File: config.mk
export PLATFORM = sky130hd
export DESIGN_NAME = maze_controller_flat
export DESIGN_NICKNAME = d
export VERILOG_FILES = /design/src/rtl/maze_pkg.sv /design/src/rtl/maze_if.sv /design/src/rtl/maze_step_limiter.sv /design/src/rtl/maze_controller.sv /design/src/flat_wrapper.sv
export SDC_FILE = /design/constraint.sdc
export NUM_CORES = 1
export LEC_CHECK = 0
export BUFFER_PORTS_ARGS = -buffer_cell sky130_fd_sc_hd__buf_4
export CORE_AREA = 2 2 42 44
export DETAILED_ROUTE_END_ITERATION = 6
export DIE_AREA = 0 0 44 46
export PLACE_DENSITY = 0.75
export SLEW_MARGIN = 20
export SYNTH_ARGS = -nofsm -noshare
export SYNTH_HDL_FRONTEND = slang
export SYNTH_SLANG_ARGS = --single-unit
File: constraint.sdc
create_clock -name clk -period 1.69 [get_ports clk]
set_input_delay 0.338 -clock clk [delete_from_list [all_inputs] [get_ports clk]]
set_output_delay 0.338 -clock clk [all_outputs]
set_load 0.02 [all_outputs]
File: src/rtl/maze_pkg.sv
// Shared types and constants for the maze search controller.
// Optional step budget is enabled by defining STEP_LIMIT_EN.
package maze_pkg;

  localparam int COORD_W = 4;

  localparam logic [1:0] DIR_YP = 2'b00;
  localparam logic [1:0] DIR_XP = 2'b01;
  localparam logic [1:0] DIR_XM = 2'b10;
  localparam logic [1:0] DIR_YM = 2'b11;

  typedef enum logic [3:0] {
    IDLE,
    INIT,
    MARK,
    MOVE,
    CHECK,
    READ,
    BLOCK,
    RETRACT,
    NEXTDIR,
    BACKTRACK,
    REVERSE,
    STREAM,
    DONE,
    FAIL
  } state_t;

endpackage

File: src/rtl/maze_if.sv
// Control/status bundle between the maze controller and its datapath.
// master = controller side, slave = datapath/consumer side.
interface maze_if;
  import maze_pkg::*;

  logic start;
  logic run;
  logic D_out;
  logic invalid;
  logic empty;
  logic co;
  logic found;
  logic finished_reading;

  logic init_x;
  logic init_y;
  logic init_stack;
  logic init_checkList;
  logic init_count;
  logic push;
  logic pop;
  logic checkList_push;
  logic read_checkList;
  logic update_state;
  logic go_back;
  logic load_count;
  logic count_en;
  logic rd;
  logic wr;
  logic move_valid;
  logic done;
  logic fail;

  modport master (
    input  start, run, D_out, invalid, empty,
    input  co, found, finished_reading,
    output init_x, init_y, init_stack,
    output init_checkList, init_count,
    output push, pop, checkList_push,
    output read_checkList, update_state,
    output go_back, load_count, count_en,
    output rd, wr, move_valid, done, fail
  );

  modport slave (
    output start, run, D_out, invalid, empty,
    output co, found, finished_reading,
    input  init_x, init_y, init_stack,
    input  init_checkList, init_count,
    input  push, pop, checkList_push,
    input  read_checkList, update_state,
    input  go_back, load_count, count_en,
    input  rd, wr, move_valid, done, fail
  );

endinterface

File: src/rtl/maze_step_limiter.sv
// Move-attempt counter; flags when MAX_STEPS attempts have been made.
// Only instantiated when STEP_LIMIT_EN is defined.
module maze_step_limiter #(
  parameter int MAX_STEPS = 1024
) (
  input  logic clk,
  input  logic rst,
  input  logic i_clear,
  input  logic i_inc,
  output logic o_limit
);
  import maze_pkg::*;

  localparam int CW = $clog2(MAX_STEPS + 1);
  localparam logic [CW-1:0] MAXV = CW'(MAX_STEPS);

  logic [CW-1:0] r_cnt;

  // saturates so the flag stays up until the next INIT
  always_ff @(posedge clk) begin
    if (rst || i_clear) begin
      r_cnt <= '0;
    end else if (i_inc && r_cnt != MAXV) begin
      r_cnt <= r_cnt + 1'b1;
    end
  end

  assign o_limit = (r_cnt == MAXV);

endmodule

File: src/rtl/maze_controller.sv
// DFS sequencing FSM for the maze datapath: search, reverse, stream.
// Define STEP_LIMIT_EN to fail after MAX_STEPS move attempts.
module maze_controller #(
  parameter int MAX_STEPS = 1024
) (
  input  logic   clk,
  input  logic   rst,
  maze_if.master bus
);
  import maze_pkg::*;

  state_t r_state;
  state_t w_next;

  logic r_init;
  logic r_wr;
  logic r_step;
  logic r_blk;
  logic r_ret;
  logic r_done;
  logic r_fail;

  logic w_limit;
  logic w_rd_ok;
  logic w_bt;
  logic w_rev;
  logic w_stream;

`ifdef STEP_LIMIT_EN
  maze_step_limiter #(
    .MAX_STEPS(MAX_STEPS)
  ) u_limit (
    .clk     (clk),
    .rst     (rst),
    .i_clear (r_state == INIT),
    .i_inc   (r_state == MOVE),
    .o_limit (w_limit)
  );
`else
  logic w_unused_max;
  assign w_unused_max = (MAX_STEPS > 0);
  assign w_limit = 1'b0;
`endif

  always_comb begin
    w_next = r_state;
    unique case (r_state)
      IDLE:
        if (bus.start) w_next = INIT;
      INIT:
        w_next = MARK;
      MARK:
        if (w_limit)        w_next = FAIL;
        else if (bus.found) w_next = REVERSE;
        else                w_next = MOVE;
      MOVE:
        w_next = CHECK;
      CHECK:
        w_next = bus.invalid ? BLOCK : READ;
      READ:
        w_next = bus.D_out ? BLOCK : MARK;
      BLOCK:
        w_next = RETRACT;
      RETRACT:
        w_next = NEXTDIR;
      NEXTDIR:
        if (w_limit)     w_next = FAIL;
        else if (bus.co) w_next = BACKTRACK;
        else             w_next = MOVE;
      BACKTRACK:
        w_next = bus.empty ? FAIL : NEXTDIR;
      REVERSE:
        if (bus.empty) w_next = STREAM;
      STREAM:
        if (bus.finished_reading) w_next = DONE;
      DONE, FAIL:
        if (bus.start) w_next = INIT;
      default:
        w_next = IDLE;
    endcase
  end

  // pure state decodes are registered against the next state
  always_ff @(posedge clk) begin
    if (rst) begin
      r_state <= IDLE;
      r_init  <= 1'b0;
      r_wr    <= 1'b0;
      r_step  <= 1'b0;
      r_blk   <= 1'b0;
      r_ret   <= 1'b0;
      r_done  <= 1'b0;
      r_fail  <= 1'b0;
    end else begin
      r_state <= w_next;
      r_init  <= (w_next == INIT);
      r_wr    <= (w_next == MARK);
      r_step  <= (w_next == MOVE);
      r_blk   <= (w_next == BLOCK);
      r_ret   <= (w_next == RETRACT);
      r_done  <= (w_next == DONE);
      r_fail  <= (w_next == FAIL);
    end
  end

  assign w_rd_ok  = (r_state == READ) & ~bus.D_out;
  assign w_bt     = (r_state == BACKTRACK) & ~bus.empty;
  assign w_rev    = (r_state == REVERSE) & ~bus.empty;
  assign w_stream = (r_state == STREAM) & bus.run
                  & ~bus.finished_reading;

  assign bus.init_x         = r_init;
  assign bus.init_y         = r_init;
  assign bus.init_stack     = r_init;
  assign bus.init_checkList = r_init;
  assign bus.init_count     = r_init | w_rd_ok;
  assign bus.push           = r_blk | w_rd_ok;
  assign bus.pop            = r_ret | w_bt | w_rev;
  assign bus.checkList_push = w_rev;
  assign bus.read_checkList = w_stream;
  assign bus.move_valid     = w_stream;
  assign bus.update_state   = r_step | r_ret | w_bt;
  assign bus.go_back        = r_ret | w_bt;
  assign bus.load_count     = w_bt;
  assign bus.count_en       = (r_state == NEXTDIR) & ~bus.co
                            & ~w_limit;
  assign bus.rd             = (r_state == CHECK) & ~bus.invalid;
  assign bus.wr             = r_wr;
  assign bus.done           = r_done;
  assign bus.fail           = r_fail;

endmodule
File: src/flat_wrapper.sv
// flat-port wrapper written by rule: the top's interface ports become plain ports
module maze_controller_flat import maze_pkg::*;
#(
  parameter int MAX_STEPS = 1024
)
  (clk, rst, bus_start, bus_run, bus_D_out, bus_invalid, bus_empty, bus_co, bus_found, bus_finished_reading, bus_init_x, bus_init_y, bus_init_stack, bus_init_checkList, bus_init_count, bus_push, bus_pop, bus_checkList_push, bus_read_checkList, bus_update_state, bus_go_back, bus_load_count, bus_count_en, bus_rd, bus_wr, bus_move_valid, bus_done, bus_fail);
  maze_if bus_i ();
  input  logic clk;
  input  logic rst;
  input wire logic [$bits(bus_i.start)-1:0] bus_start;
  input wire logic [$bits(bus_i.run)-1:0] bus_run;
  input wire logic [$bits(bus_i.D_out)-1:0] bus_D_out;
  input wire logic [$bits(bus_i.invalid)-1:0] bus_invalid;
  input wire logic [$bits(bus_i.empty)-1:0] bus_empty;
  input wire logic [$bits(bus_i.co)-1:0] bus_co;
  input wire logic [$bits(bus_i.found)-1:0] bus_found;
  input wire logic [$bits(bus_i.finished_reading)-1:0] bus_finished_reading;
  output wire logic [$bits(bus_i.init_x)-1:0] bus_init_x;
  output wire logic [$bits(bus_i.init_y)-1:0] bus_init_y;
  output wire logic [$bits(bus_i.init_stack)-1:0] bus_init_stack;
  output wire logic [$bits(bus_i.init_checkList)-1:0] bus_init_checkList;
  output wire logic [$bits(bus_i.init_count)-1:0] bus_init_count;
  output wire logic [$bits(bus_i.push)-1:0] bus_push;
  output wire logic [$bits(bus_i.pop)-1:0] bus_pop;
  output wire logic [$bits(bus_i.checkList_push)-1:0] bus_checkList_push;
  output wire logic [$bits(bus_i.read_checkList)-1:0] bus_read_checkList;
  output wire logic [$bits(bus_i.update_state)-1:0] bus_update_state;
  output wire logic [$bits(bus_i.go_back)-1:0] bus_go_back;
  output wire logic [$bits(bus_i.load_count)-1:0] bus_load_count;
  output wire logic [$bits(bus_i.count_en)-1:0] bus_count_en;
  output wire logic [$bits(bus_i.rd)-1:0] bus_rd;
  output wire logic [$bits(bus_i.wr)-1:0] bus_wr;
  output wire logic [$bits(bus_i.move_valid)-1:0] bus_move_valid;
  output wire logic [$bits(bus_i.done)-1:0] bus_done;
  output wire logic [$bits(bus_i.fail)-1:0] bus_fail;
  assign bus_i.start = bus_start;
  assign bus_i.run = bus_run;
  assign bus_i.D_out = bus_D_out;
  assign bus_i.invalid = bus_invalid;
  assign bus_i.empty = bus_empty;
  assign bus_i.co = bus_co;
  assign bus_i.found = bus_found;
  assign bus_i.finished_reading = bus_finished_reading;
  assign bus_init_x = bus_i.init_x;
  assign bus_init_y = bus_i.init_y;
  assign bus_init_stack = bus_i.init_stack;
  assign bus_init_checkList = bus_i.init_checkList;
  assign bus_init_count = bus_i.init_count;
  assign bus_push = bus_i.push;
  assign bus_pop = bus_i.pop;
  assign bus_checkList_push = bus_i.checkList_push;
  assign bus_read_checkList = bus_i.read_checkList;
  assign bus_update_state = bus_i.update_state;
  assign bus_go_back = bus_i.go_back;
  assign bus_load_count = bus_i.load_count;
  assign bus_count_en = bus_i.count_en;
  assign bus_rd = bus_i.rd;
  assign bus_wr = bus_i.wr;
  assign bus_move_valid = bus_i.move_valid;
  assign bus_done = bus_i.done;
  assign bus_fail = bus_i.fail;
  maze_controller #(.MAX_STEPS(MAX_STEPS)) u_core (.clk(clk), .rst(rst), .bus(bus_i));
endmodule
# Word level (Yosys, flattened, before mapping)
# Cells that the tools add are included.
# W data, S select, Z words.
[word_totals]
reg_bits = 11
latch_bits = 0
mem_bits_rw = 0
rom_bits = 0
output_inout_bits = 18
n_memories = 0
[classes]
add_sub_neg = 0
n_mul = 0
n_div = 0
order_cmp = 0
n_eq_ne = 20
n_shift = 0
muxes = 9
bitwise_logic = 18
n_reduce_logical = 2
[op_table]
columns = ["cell", "n"]
rows = [
  ["$pmux W4 S12", 1],
  ["$eq A4 B4 Y1 const B", 8],
  ["$eq A4 B3 Y1 const B", 6],
  ["$mux W4", 5],
  ["$eq A4 B2 Y1 const B", 4],
  ["$eq A4 B1 Y1 const B", 2],
  ["$and A1 B1 Y1", 7],
  ["$mux W3", 2],
  ["$or A1 B1 Y1", 6],
  ["$not A1 Y1", 5],
  ["$logic_not A4 Y1", 1],
  ["$reduce_or A3 Y1", 1],
  ["$mux W2", 1],
]

# Longest topological paths before layout
[logic_depth]
ltp_word = 4
mapped_depth = 7

# Least setup slack after synthesis
# OpenSTA, ideal clock, no wires.
[synth_timing]
kind = "flip-flop to output port"
startpoint = "reg u_core.r_state[0]"
endpoint = "out bus_pop"
t_arrival_ps = 1654
required_time_ps = 1352
slack_ps = -302
path_stages_with_launch = 5
n_path_buf = 2
path_cell_list = "dfxtp_1 > buf_2 > buf_2 > nor4_1 > or3_1"
[synth_rtl]
columns = ["element", "line_no", "text"]
rows = [
  ["from (decl)", "maze_controller.sv:12", "state_t r_state;"],
  ["from (signal assigned)", "maze_controller.sv:95", "r_state <= w_next;"],
  ["$eq A4 B4 Y1", "maze_controller.sv:108", "assign w_rev = (r_state == REVERSE) & ~bus.empty;"],
  ["$and A1 B1 Y1", "maze_controller.sv:108", ""],
  ["net bus_checkList_push", "flat_wrapper.sv:25", "output wire logic [$bits(bus_i.checkList_push)-1:0] bus_checkList_push;"],
  ["$or A1 B1 Y1", "maze_controller.sv:118", "assign bus.pop = r_ret | w_bt | w_rev;"],
  ["to (decl)", "flat_wrapper.sv:24", "output wire logic [$bits(bus_i.pop)-1:0] bus_pop;"],
]
# The timed path passes the listed nets, and every way through them passes these cells.

# Final worst setup path
[layout_timing]
startpoint = "reg u_core.r_state[3]"
endpoint = "reg u_core.r_wr (netlist: u_core.bus.wr)"
[layout_between]
elab_chain_cells = 4
[layout_lines]
columns = ["element", "line_no", "text"]
rows = [
  ["$eq A4 B4 Y1 / $logic_not A4 Y1 (equally long branches)", "maze_controller.sv:47", "unique case (r_state)"],
  ["$reduce_or A3 Y1 (no line)", "n/a", ""],
  ["$pmux W4 S12 (*)", "maze_controller.sv:47", ""],
  ["$eq A4 B2 Y1 (*)", "maze_controller.sv:97", "r_wr <= (w_next == MARK);"],
  ["to (signal assigned)", "maze_controller.sv:97", ""],
  ["to (decl)", "maze_controller.sv:16", "logic r_wr;"],
]
# Mark *: on every way between the ends. The rest lies on a longest branch, timed or not.
# A chain may end at the register's enable or synchronous reset.

==> summary by stage <==
Floorplan
The die covers approximately 2000 sq um. The initial core utilization is between 40% and 50%. The row count is 15.

For this design the top-level I/O count stands at 28. The die is between 40 and 50 um tall. The core region area is between 1500 and 2000 sq um. The floorplan step set the die width to 44 um.

GRT
The number of global-route vias before repair is 749. For met3 alone, demand over resource in global routing was ~6.0%. The global routing stage identified its most utilized layer as met2.

The met1 routing resource usage after global routing is 23.8%. The global-route total usage across every layer is 21.5%. For this run the aggregate overflow at the end of global routing stands at 0.

Entering global routing, the biggest net connects 14 pins. The number of antenna violations at the first check in global routing was 0. Global routing consumed, on the met2 layer, between 30% and 40% of the routing resources. The first-pass GRT wire length is 3220 um.

Clock network
The clock-pin slew of the registers on the worst-case setup and hold paths is around 70 ps. The CTS tree is built. The count of hold-fix buffers inserted at cts is 0. The longest clock path from root to sink contains 2 buffers.

The number of H-tree levels is 1. The worst-skew pair later-pin latency is roughly 270 ps. The number of buffers added by the clock tree synthesis step is 3. Counting every sink on the clock net gives 11. The root buffer cell is sky130_fd_sc_hd__clkbuf_4.

Timing
In this run the tightest slew margin relative to its limit is 75.4%. Based on the critical path, the design can be clocked at up to 557 MHz. Across the routed clock network, the largest skew measured is approximately 4 ps. The final critical-path share of the clock period is 106%.

The routed design could run at a clock period as short as 1800 ps. Setup violations remaining at the end of the flow were counted as 12. Across all setup checks in the final design, the least slack found is -107 ps. The hold violation count in the final report was 0.

The final-report max-slew violation count was 0. Setup repair after global routing could not meet its margin everywhere. At the pin with the least slew margin, the transition time is 367 ps.

Critical path
In this run the worst path has a maximum fanout of 4. At the worst endpoint, the required time is 1890 ps. STA classifies the critical path endpoint as a register. In this run the critical register-to-register path is captured at u_core.bus.wr. The worst endpoint data arrival time is 2000 ps.

The critical path starts at u_core.r_state[3]. The worst setup path is of the register to register kind. The path depth of the worst reg2reg path is 6.

In this run the critical register-to-register path is launched from u_core.r_state[3]. In this run the worst setup path terminates at u_core.bus.wr. STA classifies the critical path startpoint as a register. The setup slack on the worst flop-to-flop path is -110 ps.

Status
The flow ran to the end, but the final reports show violations. The final reports fail on setup timing.

Job
The max-cap violation count is 0.

Route
The detailed-route wire length per cell is 14.5 um. The per-cell via count in the routed design is roughly 5.7. The first routing iteration left 36 violations.

The residual antenna-violating net count after detailed routing is 0. For this block, the routed nets add up to 2120 um of wire. The via count is 833.

The number of search-and-repair iterations in the first detailed-routing pass is 4. The DRC violation count after routing is 0.

Placement
The weighted congestion at the end of routability-driven global placement is a little under 0.9. Summed over all nets, the half-perimeter wirelength after detailed placement is roughly 1500 um. During placement, the flow inserted port buffers numbering 27. The number of cells after detailed placement is around 130.

The cell area after placement is 972 sq um.

Finish
After the flow finishes, the layout carries non-filler instances totaling 146. The number of antenna repair diodes is 0. The final standard cell utilization of the core is 71.6%. With fillers left out, the area of the finished cells amounts to between 1000 and 1500 sq um. The area growth from synthesis to layout is 65.6%. The library cells used most frequently in the layout, excluding fill and tap cells, are sky130_fd_sc_hd__buf_4, sky130_fd_sc_hd__nor2_1, sky130_fd_sc_hd__inv_1, sky130_fd_sc_hd__dfxtp_1. In the final layout, the share of cells above drive strength 1 is 53.5%.

Leaving out fill and tap cells, the most frequent cell in the layout is sky130_fd_sc_hd__buf_4. After the last flow step, the layout net total stands at 140.

Logic synthesis
Yosys mapped the design onto 34 distinct sky130hd cell types. The synthesized instance count is 88. The post-synth net total is approximately 100. The mean post-synth cell area is 7.93 sq um. Sequential cells were found to cover 31.5% of the synthesized design area.

In this run, synthesis produced a sequential element count of 11. The post-synthesis instance area is 698 sq um. The count of warnings emitted by yosys is 0.

Power
The total power density per cell area is 1310 nW/um^2. For this design the static power due to leakage is 0.530 nW. VDD sags by at most 0.000846 V.

The design draws 0.00152 W.

Hold path
The class of the most critical hold timing path is primary input to register.
## report_power, final
group | switching (W) | internal [W]
registers | 0.0000712 | 0.000323
logic | 0.000477 | 0.000472
clock network | 0.0000836 | 0.0000914
total | 0.000631 | 0.000886
## worst min-delay path by stage
| stage | endpoint | slack (ps) | startpoint | cells past startpoint |
|---|---|---|---|---|
| after global placement | u_core.r_state[0] | 540 | rst | 2 |
| after global routing | u_core.r_state[3] | 240 | rst | 2 |
| after detailed placement | u_core.r_state[0] | 540 | rst | 2 |
| after CTS | u_core.r_state[0] | 260 | rst | 2 |
| after floorplan | u_core.r_state[1] | 410 | rst | 1 |
| final | u_core.r_state[0] | 250 | rst | 2 |
## per-stage QoR
step	setup WS (ps)	hold slack, ps	setup TNS (ps)
after floorplan	40.1	410	0
after global placement	33.3	539	0
after detailed placement	8.02	542	0
after CTS	-86.5	256	-283
after global routing	-173	244	-1370
final	-107	255	-463
## logic make-up after synthesis
group / count (synthesis) / share of synthesized area [%]
and+or+nand+nor: 44 / 35.8
AOI/OAI and AO/OA: 17 / 20.3
buffers and inverters: 16 / 12.4
DFF: 11 / 31.5
## flip-flops by register name (all words and copies together), names as in the netlist
signal,flops
u_core.r_blk,1
u_core.bus.init_checkList,1
u_core.bus.done,1
u_core.r_state,4
u_core.r_step,1
u_core.bus.fail,1
u_core.r_ret,1
u_core.bus.wr,1
## cells in the mapped netlist
master                      count  area, sq um
sky130_fd_sc_hd__a41oi_2        1         16.3
sky130_fd_sc_hd__nand2b_1       1         6.26
sky130_fd_sc_hd__a311oi_1       1         8.76
sky130_fd_sc_hd__a32o_1         1         10.0
sky130_fd_sc_hd__nor4bb_1       1         10.0
sky130_fd_sc_hd__o221ai_1       1         8.76
sky130_fd_sc_hd__inv_1          7         26.3
sky130_fd_sc_hd__or3b_1         1         8.76
sky130_fd_sc_hd__buf_2          3         15.0
sky130_fd_sc_hd__o32ai_2        1         16.3
sky130_fd_sc_hd__nor4_1         5         31.3
sky130_fd_sc_hd__a211oi_1       1         7.51
sky130_fd_sc_hd__o31ai_1        1         7.51
sky130_fd_sc_hd__nand2_1        5         18.8
sky130_fd_sc_hd__nor2_1        10         37.5
sky130_fd_sc_hd__and4b_1        1         10.0
sky130_fd_sc_hd__dfxtp_1       11          220
sky130_fd_sc_hd__nand2b_2       1         8.76
sky130_fd_sc_hd__a2bb2oi_1      1         8.76
sky130_fd_sc_hd__nand3_1        2         10.0
sky130_fd_sc_hd__nand4b_1       1         8.76
sky130_fd_sc_hd__nor2b_1        3         18.8
sky130_fd_sc_hd__or3_1          3         18.8
sky130_fd_sc_hd__o22ai_1        1         6.26
sky130_fd_sc_hd__and2_1         1         6.26
sky130_fd_sc_hd__o21ai_1        1         5.00
sky130_fd_sc_hd__or2_2          2         12.5
sky130_fd_sc_hd__buf_4          6         45.0
sky130_fd_sc_hd__o221a_2        1         11.3
sky130_fd_sc_hd__o21ai_0        2         10.0
sky130_fd_sc_hd__nand2b_4       1         13.8
sky130_fd_sc_hd__a21oi_1        3         15.0
sky130_fd_sc_hd__a311o_1        1         10.0
sky130_fd_sc_hd__nor3_1         6         30.0
## layout make-up
type                       instances  area [sq um]
clock buffer                       4          26.3
fill                             113           458
inverter                           7          26.3
multi-input combinational         61           475
sequential                        11           230
tap                               17          21.3
timing repair buffer              46           377
## critical path, stage by stage (launching register included)
cell and delay, ps:
sky130_fd_sc_hd__dfxtp_2 330, sky130_fd_sc_hd__buf_4 140, sky130_fd_sc_hd__nor2b_2 170, sky130_fd_sc_hd__a32o_2 250, sky130_fd_sc_hd__a311o_1 340, sky130_fd_sc_hd__or3b_1 390, sky130_fd_sc_hd__nor2_1 120
## metal layers
layer	share of wire, %	vias up
met3	5.0	6
li1	-	396
met5	0	-
met2	53	29
met4	1.6	0
met1	40	402
## timing repair
action                     4_1_cts  5_1_grt
hold endpoints to repair         0        0
gates resized for setup         15        5
setup endpoints to repair       10       17
pin swaps                        5        8
buffers inserted                 6        3
No activity file was read; power rests on OpenSTA's default activity.
